`config.mk`:
```
export PLATFORM = sky130hd
export DESIGN_NAME = demux_4_to_16_flat
export DESIGN_NICKNAME = d
export VERILOG_FILES = /design/src/rtl/demux_4_to_16_pkg.sv /design/src/rtl/demux_4_to_16_if.sv /design/src/rtl/demux_4_to_16_decoder.sv /design/src/rtl/demux_4_to_16.sv /design/src/flat_wrapper.sv
export SDC_FILE = /design/constraint.sdc
export NUM_CORES = 1
export LEC_CHECK = 0
export CAP_MARGIN = 20
export CORE_MARGIN = 1
export CORE_UTILIZATION = 35
export CTS_BUF_LIST = sky130_fd_sc_hd__clkbuf_4 sky130_fd_sc_hd__clkbuf_8
export DETAILED_ROUTE_END_ITERATION = 16
export GPL_TIMING_DRIVEN = 0
export PLACE_DENSITY = 0.69
export SYNTH_ARGS = -nofsm -noshare
export SYNTH_HDL_FRONTEND = slang
export SYNTH_SLANG_ARGS = --single-unit
```
`constraint.sdc`:
```
create_clock -name clk -period 0.8 [get_ports clk]
set_input_delay 0.08 -clock clk [delete_from_list [all_inputs] [get_ports clk]]
set_output_delay 0.08 -clock clk [all_outputs]
set_load 0.1 [all_outputs]
```
`src/rtl/demux_4_to_16_pkg.sv`:
```
// Shared constants and types for the registered 1-to-16 demultiplexer.
// Latency: n/a (declarations only).
// Backpressure: n/a (declarations only).
package demux_4_to_16_pkg;

   localparam int SEL_W = 4;
   localparam int OUT_N = 1 << SEL_W;

   typedef logic [SEL_W-1:0] sel_t;
   typedef logic [OUT_N-1:0] y_t;

   localparam y_t Y_RST = 16'h0000;

endpackage : demux_4_to_16_pkg

```
`src/rtl/demux_4_to_16_if.sv`:
```
// Steering bus for the demultiplexer: select, data bit and the 16-bit result.
// Latency: n/a (wires only).
// Backpressure: none; master drives sel/in, slave returns y.
//   sel : select, sel = k steers in to y[k]
//   in  : data bit to steer
//   y   : registered one-hot-or-zero output
interface demux_4_to_16_if;
   import demux_4_to_16_pkg::*;

   sel_t sel;
   logic in;
   y_t   y;

   modport master (output sel, output in, input y);
   modport slave  (input sel, input in, output y);

endinterface : demux_4_to_16_if

```
`src/rtl/demux_4_to_16_decoder.sv`:
```
// Combinational 4-to-16 one-hot decoder with enable; all zero when en = 0.
// Latency: 0 cycles (pure combinational).
// Backpressure: none.
//   en  : enable, gates the single active output bit
//   sel : index of the bit to raise
//   dec : one-hot-or-zero decode
module decoder_4_to_16
   import demux_4_to_16_pkg::*;
(
   input  logic en,
   input  sel_t sel,
   output y_t   dec
);

   always_comb begin
      dec = '0;
      for (int k = 0; k < OUT_N; k++) begin
         if (sel == SEL_W'(k)) begin
            dec[k] = en;
         end
      end
   end

endmodule : decoder_4_to_16

```
`src/rtl/demux_4_to_16.sv`:
```
// Registered 1-to-16 demux: steers bus.in onto bus.y[bus.sel], other bits 0.
// Latency: 1 clock from sel/in to y.
// Backpressure: none; a new sel/in pair is accepted every clock.
//   clk   : rising-edge clock
//   rst_n : asynchronous active-low reset, clears y
//   bus   : slave side of the steering bus (sel, in in; y out)
module demux_4_to_16
   import demux_4_to_16_pkg::*;
(
   input  logic              clk,
   input  logic              rst_n,
   demux_4_to_16_if.slave    bus
);

   y_t dec;
   y_t y_q;

   // The data bit doubles as the decoder enable, so in = 0 yields all zeros.
   decoder_4_to_16 u_dec (
      .en  (bus.in),
      .sel (bus.sel),
      .dec (dec)
   );

   always_ff @(posedge clk or negedge rst_n) begin
      if (!rst_n) begin
         y_q <= Y_RST;
      end else begin
         y_q <= dec;
      end
   end

   assign bus.y = y_q;

endmodule : demux_4_to_16

```
`src/flat_wrapper.sv`:
```
// flat-port wrapper written by rule: the top's interface ports become plain ports
module demux_4_to_16_flat import demux_4_to_16_pkg::*;
  (clk, rst_n, bus_sel, bus_in, bus_y);
  demux_4_to_16_if bus_i ();
  input  logic clk;
  input  logic rst_n;
  input wire logic [$bits(bus_i.sel)-1:0] bus_sel;
  input wire logic [$bits(bus_i.in)-1:0] bus_in;
  output wire logic [$bits(bus_i.y)-1:0] bus_y;
  assign bus_i.sel = bus_sel;
  assign bus_i.in = bus_in;
  assign bus_y = bus_i.y;
  demux_4_to_16 u_core (.clk(clk), .rst_n(rst_n), .bus(bus_i));
endmodule
```
==> flow_summary.json <==
{
  "result_of_the_run": "finished with violations",
  "failed_checks": "hold timing, setup timing",
  "post-route-util": 0.690,
  "antenna_violations_before_repair": 0,
  "number_of_i_o_pins": 23,
  "drive_above_1_share": 0.600,
  "postCtsSetupRepairBufs": 0,
  "ys.warnings.count": 0,
  "globalRouteTotalUtil": 0.155,
  "vias_per_cell": 4.73,
  "post-route-min-period_ns": 0.967,
  "power_density_mw_per_mm2": 1730,
  "placeable_area_mm2": 0.00133,
  "worst_path_top_cell_family_by_delay": "flip-flops",
  "drt_first_pass_iters": 4,
  "totalWireLength_um": 1030,
  "critPathKind": "reg2out",
  "hold_path_class": "in2async",
  "clk_transition_reported_paths_ns": 0.09,
  "wire_length_of_the_first_global_routing_pass_um": 1520,
  "n_fill_cell": 78,
  "critPathBufInv": 1,
  "power.ir.vdd_worst_v": 0.00105,
  "timing.final.crit_share": 1.21,
  "max_freq_mhz": 1030,
  "transition_time_at_the_pin_with_the_least_slew_margin_ns": 0.678,
  "gp_routability_congestion": 0.694,
  "setup_viol": 16,
  "placement.cell_area_um2": 777,
  "cts.sinks": 16,
  "tns_ns": -2.47,
  "worst_setup_path_end_kind": "output pin",
  "grt.overflow.total": 0,
  "dr.first_iter.drc_count": 6,
  "cp_slowest_cell": "dfrtp_2",
  "cts_buffer_depth": 2,
  "grt_max_degree": 17,
  "dp_hpwl_um": 671,
  "crit_chain": "buf_12",
  "worst_path_largest_cell_delay_ns": 0.43,
  "unrepaired_setup_endpoints_after_global_routing": "yes",
  "synthCells": 39,
  "portBuffers": 22,
  "floorplan.die.width_um": 40.5,
  "first_global_vias": 333,
  "place_inst": 76,
  "flow.area_growth_from_synthesis_pct": 77.8,
  "antenna_violating_nets_post_route": 0,
  "fin_ws_ns": -0.167,
  "post_syn_area_um2": 518,
  "synthesis.nets": 46,
  "ctsHoldBuffers": 0,
  "data_required_time_at_the_worst_endpoint_ns": 0.72,
  "fin_area_um2": 921,
  "critical_path_peak_fanout": 1,
  "via_count": 378,
  "yosys_register_bits": 16,
  "htree_depth": 1,
  "clockRootBuffer": "clkbuf_4",
  "avgRoutedWirePerCell_um": 12.9,
  "num_antenna_cells": 0,
  "die-area_mm2": 0.00164,
  "worst-endpoint-arrival_ns": 0.89,
  "yosys.cell_types.count": 9,
  "hold_violations": 16,
  "slew_violations": 0,
  "stdcell_count": 80,
  "leakage_nw": 0.429,
  "fp-row-count": 13,
  "drt_drc_violations_left": 0,
  "timing.max_cap.violations": 0,
  "critical_path_launch_point_type": "flip-flop",
  "numCtsBuffers": 3,
  "fin_nets": 73,
  "hold_ws_ns": -0.196,
  "yosysSeqAreaShare": 0.773,
  "tritoncts": "yes",
  "largest_register_ff_count": 16,
  "timing.slew.headroom": 0.548,
  "dpl_worst_slack_ns": -0.735,
  "syn-mean-instance-area_um2": 13.3,
  "floorplan.initialDensity": 0.388,
  "chipHeight_um": 40.5
}
[kinds of logic after synthesis]
group | after synthesis | share of synthesized area
and+or+nand+nor | 23 | 0.227
DFF | 16 | 0.773
[metal layers]
| layer | global-route usage | routed length [um] | vias up |
|---|---|---|---|
| met5 | 0 | 0 | - |
| met4 | 0.125 | 37 | 0 |
| met3 | 0.0333 | 55 | 4 |
| met2 | 0.206 | 504 | 19 |
| met1 | 0.213 | 431 | 177 |
| li1 | - | - | 178 |
[Yosys cell counts (all sizes together)]
library cell | number | area (um2)
nand3 | 1 | 5.00
dfrtp | 16 | 400
nor2 | 12 | 45.0
or3b | 1 | 11.3
nor3 | 4 | 25.0
nand2b | 2 | 12.5
nand3b | 2 | 15.0
nand2 | 1 | 3.75
[final timing paths]
check                                start  cells past startpoint               end
worst min-delay path                 rst_n                      1  u_core.bus.y[14]
worst max-delay path       u_core.bus.y[6]                      1          bus_y[6]
max in group asynchronous            rst_n                      1   u_core.bus.y[9]
min in group clk                bus_sel[0]                      2   u_core.bus.y[0]
[cell usage in the layout (no fill, tap or decap)]
| cell type | n |
|---|---|
| buf_12 | 7 |
| nor2_1 | 12 |
| dlymetal6s2s_1 | 3 |
| nand2_1 | 1 |
| nand3b_1 | 2 |
| nand3_1 | 1 |
| nor3_1 | 3 |
| nor3_2 | 1 |
| nand2b_4 | 1 |
| clkbuf_4 | 3 |
| or3b_4 | 1 |
| dlygate4sd2_1 | 3 |
| nand2b_1 | 1 |
| dfrtp_2 | 16 |
| buf_8 | 4 |
| buf_6 | 5 |
| clkbuf_8 | 1 |
[stage by stage]
step	hold WS (ns)	power, mW
floorplan	-0.216	0.967
global placement	0.518	1.05
detailed placement	0.534	1.06
CTS	0.222	1.59
global route	-0.135	1.65
finish	-0.196	1.59
[cell type report]
class                   count  area [um2]  share of cell area
clock buffers               4        36.3              0.0394
multi-input cells          23         125               0.136
flip-flops and latches     16         420               0.457
well taps                  15        18.8              0.0204
repair buffers             22         320               0.348
[what timing repair did]
item,in CTS,in global routing
pin swaps,1,0
endpoints found under the setup margin,20,43
endpoints found under the hold margin,0,16
resized for setup,120,17
[power by group]
| part | switching [mW] | internal (mW) | total (mW) | leakage (nW) |
|---|---|---|---|---|
| logic | 0.158 | 0.0736 | 0.231 | 0.213 |
| registers | 0.00857 | 0.823 | 0.831 | 0.195 |
| clock network | 0.252 | 0.277 | 0.529 | 0.0210 |
(Power assumes the default switching activity.)
